===== src/rtl/debug_pkg.sv =====
// Shared definitions for the host debug command decoder: opcodes,
// acknowledge codes, FSM state encoding and small decode helpers.
package debug_pkg;

  // Decoder FSM states
  typedef enum logic [3:0] {
    ST_IDLE     = 4'd0,
    ST_ADDR_HI  = 4'd1,
    ST_ADDR_LO  = 4'd2,
    ST_LEN      = 4'd3,
    ST_DATA     = 4'd4,
    ST_ISSUE    = 4'd5,
    ST_WAIT_CMP = 4'd6,
    ST_CLEAR    = 4'd7,
    ST_ACK      = 4'd8
  } state_e;

  // Host opcodes (first byte of every frame)
  localparam logic [7:0] OP_RUN     = 8'h01;
  localparam logic [7:0] OP_HALT    = 8'h02;
  localparam logic [7:0] OP_STEP    = 8'h03;
  localparam logic [7:0] OP_PROGRAM = 8'h10;
  localparam logic [7:0] OP_CLEAR   = 8'h20;

  // Acknowledge codes that are not an echo of the opcode
  localparam logic [7:0] ACK_UNKNOWN = 8'hEE;
  localparam logic [7:0] ACK_TIMEOUT = 8'hEF;

  // States in which a host byte may be consumed
  function automatic logic accepts_rx(state_e s);
    return (s == ST_IDLE) || (s == ST_ADDR_HI) || (s == ST_ADDR_LO) ||
           (s == ST_LEN) || (s == ST_DATA);
  endfunction

  // PROGRAM length byte: zero encodes a full 256-byte burst
  function automatic logic [8:0] frame_len(logic [7:0] b);
    return (b == 8'h00) ? 9'd256 : {1'b0, b};
  endfunction

  // Opcodes forwarded to the harness FSM
  function automatic logic is_harness_op(logic [7:0] op);
    return (op == OP_RUN) || (op == OP_HALT) || (op == OP_STEP);
  endfunction

endpackage


===== src/rtl/debug_cmd_decoder.sv =====
// Host debug command decoder: parses byte frames from the serial receiver,
// drives harness commands, code-ROM writes/clears and returns one
// acknowledge byte per frame. Every output comes straight from a register.
module debug_cmd_decoder
  import debug_pkg::*;
#(
  parameter int unsigned TIMEOUT_CYCLES = 16
) (
  input  logic        clk,
  input  logic        reset_n,
  input  logic [7:0]  rx_data,
  input  logic        rx_valid,
  output logic        rx_ready,
  output logic [7:0]  tx_data,
  output logic        tx_valid,
  input  logic        tx_ready,
  output logic [3:0]  debug_cmd,
  input  logic        command_complete,
  output logic [11:0] code_rom_addr_out,
  output logic [7:0]  code_rom_data_out,
  output logic        program_rom_mode,
  output logic        code_rom_clr_n
);

  localparam int unsigned CW = (TIMEOUT_CYCLES > 1) ? $clog2(TIMEOUT_CYCLES) : 1;
  localparam logic [CW-1:0] TMO_LAST = CW'(TIMEOUT_CYCLES - 1);

  state_e        state_q, state_d;
  logic [7:0]    opcode_q, opcode_d;
  logic [11:0]   addr_q, addr_d;
  logic [8:0]    len_q, len_d;
  logic [CW-1:0] tmo_q, tmo_d;
  logic          rx_ready_q, rx_ready_d;
  logic [7:0]    tx_data_q, tx_data_d;
  logic          tx_valid_q, tx_valid_d;
  logic [3:0]    cmd_q, cmd_d;
  logic [11:0]   rom_addr_q, rom_addr_d;
  logic [7:0]    rom_data_q, rom_data_d;
  logic          rom_wr_q, rom_wr_d;
  logic          clr_n_q, clr_n_d;
  logic          rx_fire;

  assign rx_fire = rx_valid && rx_ready_q;

  // Next-state and next-output decode for the frame parser
  always_comb begin
    state_d    = state_q;
    opcode_d   = opcode_q;
    addr_d     = addr_q;
    len_d      = len_q;
    tmo_d      = tmo_q;
    tx_data_d  = tx_data_q;
    tx_valid_d = tx_valid_q;
    rom_addr_d = rom_addr_q;
    rom_data_d = rom_data_q;
    cmd_d      = '0;
    rom_wr_d   = 1'b0;
    clr_n_d    = 1'b1;

    unique case (state_q)
      ST_IDLE: begin
        if (rx_fire) begin
          opcode_d = rx_data;
          if (is_harness_op(rx_data)) begin
            state_d = ST_ISSUE;
            cmd_d   = rx_data[3:0];
          end else if (rx_data == OP_PROGRAM) begin
            state_d = ST_ADDR_HI;
          end else if (rx_data == OP_CLEAR) begin
            state_d = ST_CLEAR;
            clr_n_d = 1'b0;
          end else begin
            state_d    = ST_ACK;
            tx_valid_d = 1'b1;
            tx_data_d  = ACK_UNKNOWN;
          end
        end
      end
      ST_ADDR_HI: begin
        if (rx_fire) begin
          addr_d[11:8] = rx_data[3:0];
          state_d      = ST_ADDR_LO;
        end
      end
      ST_ADDR_LO: begin
        if (rx_fire) begin
          addr_d[7:0] = rx_data;
          state_d     = ST_LEN;
        end
      end
      ST_LEN: begin
        if (rx_fire) begin
          len_d   = frame_len(rx_data);
          state_d = ST_DATA;
        end
      end
      ST_DATA: begin
        // The strobe cycle of the final byte is spent in DATA so the ack
        // is raised only after the last write has been presented.
        if (rom_wr_q) begin
          if (len_q == '0) begin
            state_d    = ST_ACK;
            tx_valid_d = 1'b1;
            tx_data_d  = OP_PROGRAM;
          end
        end else if (rx_fire) begin
          rom_wr_d   = 1'b1;
          rom_addr_d = addr_q;
          rom_data_d = rx_data;
          addr_d     = addr_q + 12'd1;
          len_d      = len_q - 9'd1;
        end
      end
      ST_ISSUE: begin
        tmo_d   = '0;
        state_d = ST_WAIT_CMP;
      end
      ST_WAIT_CMP: begin
        if (command_complete) begin
          state_d    = ST_ACK;
          tx_valid_d = 1'b1;
          tx_data_d  = opcode_q;
        end else if (tmo_q == TMO_LAST) begin
          state_d    = ST_ACK;
          tx_valid_d = 1'b1;
          tx_data_d  = ACK_TIMEOUT;
        end else begin
          tmo_d = tmo_q + CW'(1);
        end
      end
      ST_CLEAR: begin
        state_d    = ST_ACK;
        tx_valid_d = 1'b1;
        tx_data_d  = OP_CLEAR;
      end
      ST_ACK: begin
        if (tx_ready) begin
          state_d    = ST_IDLE;
          tx_valid_d = 1'b0;
        end
      end
      default: begin
        state_d    = ST_IDLE;
        tx_valid_d = 1'b0;
      end
    endcase

    rx_ready_d = accepts_rx(state_d) && !rom_wr_d;
  end

  // State, counters and registered outputs
  always_ff @(posedge clk or negedge reset_n) begin
    if (!reset_n) begin
      state_q    <= ST_IDLE;
      opcode_q   <= '0;
      addr_q     <= '0;
      len_q      <= '0;
      tmo_q      <= '0;
      rx_ready_q <= 1'b0;
      tx_data_q  <= '0;
      tx_valid_q <= 1'b0;
      cmd_q      <= '0;
      rom_addr_q <= '0;
      rom_data_q <= '0;
      rom_wr_q   <= 1'b0;
      clr_n_q    <= 1'b1;
    end else begin
      state_q    <= state_d;
      opcode_q   <= opcode_d;
      addr_q     <= addr_d;
      len_q      <= len_d;
      tmo_q      <= tmo_d;
      rx_ready_q <= rx_ready_d;
      tx_data_q  <= tx_data_d;
      tx_valid_q <= tx_valid_d;
      cmd_q      <= cmd_d;
      rom_addr_q <= rom_addr_d;
      rom_data_q <= rom_data_d;
      rom_wr_q   <= rom_wr_d;
      clr_n_q    <= clr_n_d;
    end
  end

  assign rx_ready          = rx_ready_q;
  assign tx_data           = tx_data_q;
  assign tx_valid          = tx_valid_q;
  assign debug_cmd         = cmd_q;
  assign code_rom_addr_out = rom_addr_q;
  assign code_rom_data_out = rom_data_q;
  assign program_rom_mode  = rom_wr_q;
  assign code_rom_clr_n    = clr_n_q;

endmodule


===== config.mk =====
export PLATFORM = sky130hd
export DESIGN_NAME = debug_cmd_decoder
export DESIGN_NICKNAME = d
export VERILOG_FILES = /design/src/rtl/debug_pkg.sv /design/src/rtl/debug_cmd_decoder.sv
export SDC_FILE = /design/constraint.sdc
export NUM_CORES = 1
export LEC_CHECK = 0
export BUFFER_PORTS_ARGS = -buffer_cell sky130_fd_sc_hd__clkbuf_2
export CORE_MARGIN = 3
export CORE_UTILIZATION = 50
export CTS_CLUSTER_DIAMETER = 30
export CTS_CLUSTER_SIZE = 10
export DETAILED_ROUTE_END_ITERATION = 10
export PLACE_DENSITY = 0.77
export SLEW_MARGIN = 5
export SYNTH_ARGS = -nofsm -noshare
export SYNTH_HDL_FRONTEND = slang
export SYNTH_SLANG_ARGS = --single-unit

===== constraint.sdc =====
create_clock -name clk -period 4.45 [get_ports clk]
set_input_delay 0.89 -clock clk [delete_from_list [all_inputs] [get_ports clk]]
set_output_delay 0.89 -clock clk [all_outputs]
set_load 0.02 [all_outputs]

==> flow_metrics.env <==
export IMPL_fill_cells=599
export IMPL_cts_buffers=9
export IMPL_path_clk_slew_ps=80
export IMPL_num_rows=30
export IMPL_worstSetupEndpointType="flop"
export IMPL_max_freq_mhz=330
export IMPL_synth_seq_area_share_pct=50.2
export IMPL_slew_violations=0
export IMPL_ir_worst_vdd_mv=0.273
export IMPL_synthTopCellsByCount="dfrtp_1, nand2_1, a21oi_1, nor2_1"
export IMPL_dr_pass1_iters=5
export IMPL_setup_viol=0
export IMPL_synth_edff_count=0
export IMPL_grt_pass1_wl_um=14200
export IMPL_wl_per_cell_um=16.4
export IMPL_drive_above_1_share_pct=25.2
export IMPL_grt_max_degree=39
export IMPL_hold_violations=0
export IMPL_start_util_pct=52.4
export IMPL_finalCriticalPeriod_ps=3030
export IMPL_hp_class="reg -> reg"
export IMPL_die_w_um=91.3
export IMPL_place_congestion=0.880
export IMPL_async_reset_ff_share_pct=100
export IMPL_grt_ovfl_total=0
export IMPL_first_global_vias=2941
export IMPL_cp_required_ps=4700
export IMPL_placedCellCount=492
export IMPL_crit_fanout=24
export IMPL_stdcell_count=508
export IMPL_final_area_sq_um=4140
export IMPL_syn_inst=363
export IMPL_die_height_um=91.3
export IMPL_p_leak_nw=1.91
export IMPL_synthTopCellsByArea="dfrtp_1, mux2_2, nand2_1"
export IMPL_clkLatencyLatePin_ps=350
export IMPL_cts_root_buf="clkbuf_8"
export IMPL_cts_tree="yes"
export IMPL_cts_num_sinks=73
export IMPL_powerDensity_nw_per_um2=509
export IMPL_worst_ep_arrival_time_ps=3270
export IMPL_io_buffers=48
export IMPL_critPathSlowestCell="or4b_1"
export IMPL_cts_setup_buffers=0
export IMPL_synthToLayoutAreaGrowth_pct=13.6
export IMPL_hold_buffers=0
export IMPL_grt_antenna_before_repair=0
export IMPL_yosysMostFrequentCell="dfrtp_1"
export IMPL_first_iter_violations=250
export IMPL_startpoint="state_q[1]"
export IMPL_place_area_sq_um=3950
export IMPL_ys_types=58
export IMPL_critical_path_class="reg -> reg"
export IMPL_whs_ps=479
export IMPL_n_antenna_cell=0
export IMPL_status="finished clean"
export IMPL_cts_resized=0
export IMPL_cp_start_kind="flop"
export IMPL_slowest_delay_ps=950
export IMPL_dp_hpwl_um=6000
export IMPL_ctsHtreeMaxLevel=3
export IMPL_core_area_sq_um=6940
export IMPL_cp_cell_sequence="or4b_1, nor3_4, buf_4, a21o_1, o21ai_0, o21a_1"
export IMPL_hp_start="opcode_q[0]"
export IMPL_avgSynthCellArea_sq_um=10.0
export IMPL_slew_headroom_pct=41.9
export IMPL_rsz0062_at_grt="no"
export IMPL_ios=49
export IMPL_yosysWarnings=0
export IMPL_dpl_worst_slack_ps=1410
export IMPL_via_per_inst=5.90
export IMPL_ys_ff_latch=73
export IMPL_fin_tns_setup_ps=0
export IMPL_drtAntennaViolNets=0
export IMPL_drc=0
export IMPL_netlist_area_sq_um=3640
export IMPL_ys_flop_type="dfrtp_1"
export IMPL_tightest_slew_ps=869
export IMPL_max_cap_violations=0
export IMPL_synth_top_area_share_pct=49.5
export IMPL_drt_wl_total_um=8340
export IMPL_rr_startpoint="state_q[1]"
export IMPL_grt_usage_pct=21.2
export IMPL_synth_top_area_cell="dfrtp_1"
export IMPL_clk_path_buf_depth=2
export IMPL_fin_skew_ps=11.2
export IMPL_fin_crit_sh_pct=68.0
export IMPL_fin_ws_ps=1420
export IMPL_dr_total_vias=2999
export IMPL_die_area_sq_um=8340
export IMPL_nNetsFinal=424
==> final cells by class <==
class	instances	area (sq um)	area share [%]
clock buffers	11	151	3.66
flip-flops and latches	73	1830	44.2
repair buffers	51	263	6.35
well taps	96	120	2.90
inverters	11	41.3	0.998
clock inverters	5	38.8	0.937
multi-input cells	261	1700	41.0
==> report_power, final <==
group	leakage (nW)	internal, mW	switching [mW]
Sequential	0.924	0.851	0.175
Clock	0.0959	0.236	0.253
Combinational	0.891	0.242	0.352
Total	1.91	1.33	0.779
==> cells in the final DEF (no fill, tap or decap), types with 5 or more instances in the layout <==
cell type	n
nor3_1	5
nand4_1	6
clkbuf_2	47
inv_1	11
clkbuf_8	11
o21ai_0	20
a21oi_1	29
o22a_1	6
o22a_2	5
nand2_1	45
dfrtp_1	72
nor2_1	29
a31oi_1	11
nand3_1	8
o21a_1	6
mux2_2	20
==> final timing paths <==
| kind | endpoint | slack, ps | cells after the start |
|---|---|---|---|
| min | opcode_q[0] | 480 | 2 |
| max in group asynchronous | code_rom_clr_n | 2850 | 2 |
| max | addr_q[7] | 1420 | 6 |
| min in group asynchronous | tx_data[0] | 630 | 1 |
| min reg2reg | opcode_q[0] | 480 | 2 |
| max reg2reg | addr_q[7] | 1420 | 6 |
==> state kept, by name, indices dropped and copies added, names as in the netlist <==
| name | cells |
|---|---|
| addr_q | 12 |
| code_rom_addr_out | 12 |
| code_rom_clr_n | 1 |
| code_rom_data_out | 8 |
| debug_cmd | 4 |
| len_q | 9 |
| opcode_q | 8 |
| program_rom_mode | 1 |
| rx_ready | 1 |
| state_q | 4 |
| tmo_q | 4 |
| tx_data | 8 |
| tx_valid | 1 |
==> worst max-delay path, delay by kind of cell (launching register included) <==
kind	cells	cell delay [ps]
buffers and inverters	1	320
DFF	1	530
AOI/OAI and AO/OA	3	470
and+or+nand+nor	2	1620
==> layer usage <==
layer | part of all wire (%) | up-vias | global-route usage [%]
met3 | 5.2 | 12 | 5.14
met4 | 1.2 | 0 | 5.53
li1 | - | 1409 | -
met5 | 0 | - | 0
met1 | 46 | 1487 | 28.7
met2 | 48 | 91 | 34.3
==> cell families (layout without fill, tap and decap cells) <==
family,Yosys count,in the layout,share of synthesized area [%]
AND/OR/NAND/NOR,126,126,17.7
AO/OA/AOI/OAI,101,101,18.7
flip-flops,73,73,50.2
buffers and inverters,30,78,3.51
multiplexers,24,24,7.42
adder cells (fa/ha/maj),4,4,1.37
XOR/XNOR,4,4,0.962
other,1,2,0.103
==> metrics by stage <==
stage | power [mW] | util (%)
floorplan | 1.43 | -
global route | 2.24 | 59.6
detailed placement | 1.63 | 56.8
finish | 2.11 | 59.6
CTS | 2.12 | 59.6
global placement | 1.60 | 56.8
Note: power is estimated with default switching activity, not from simulation.
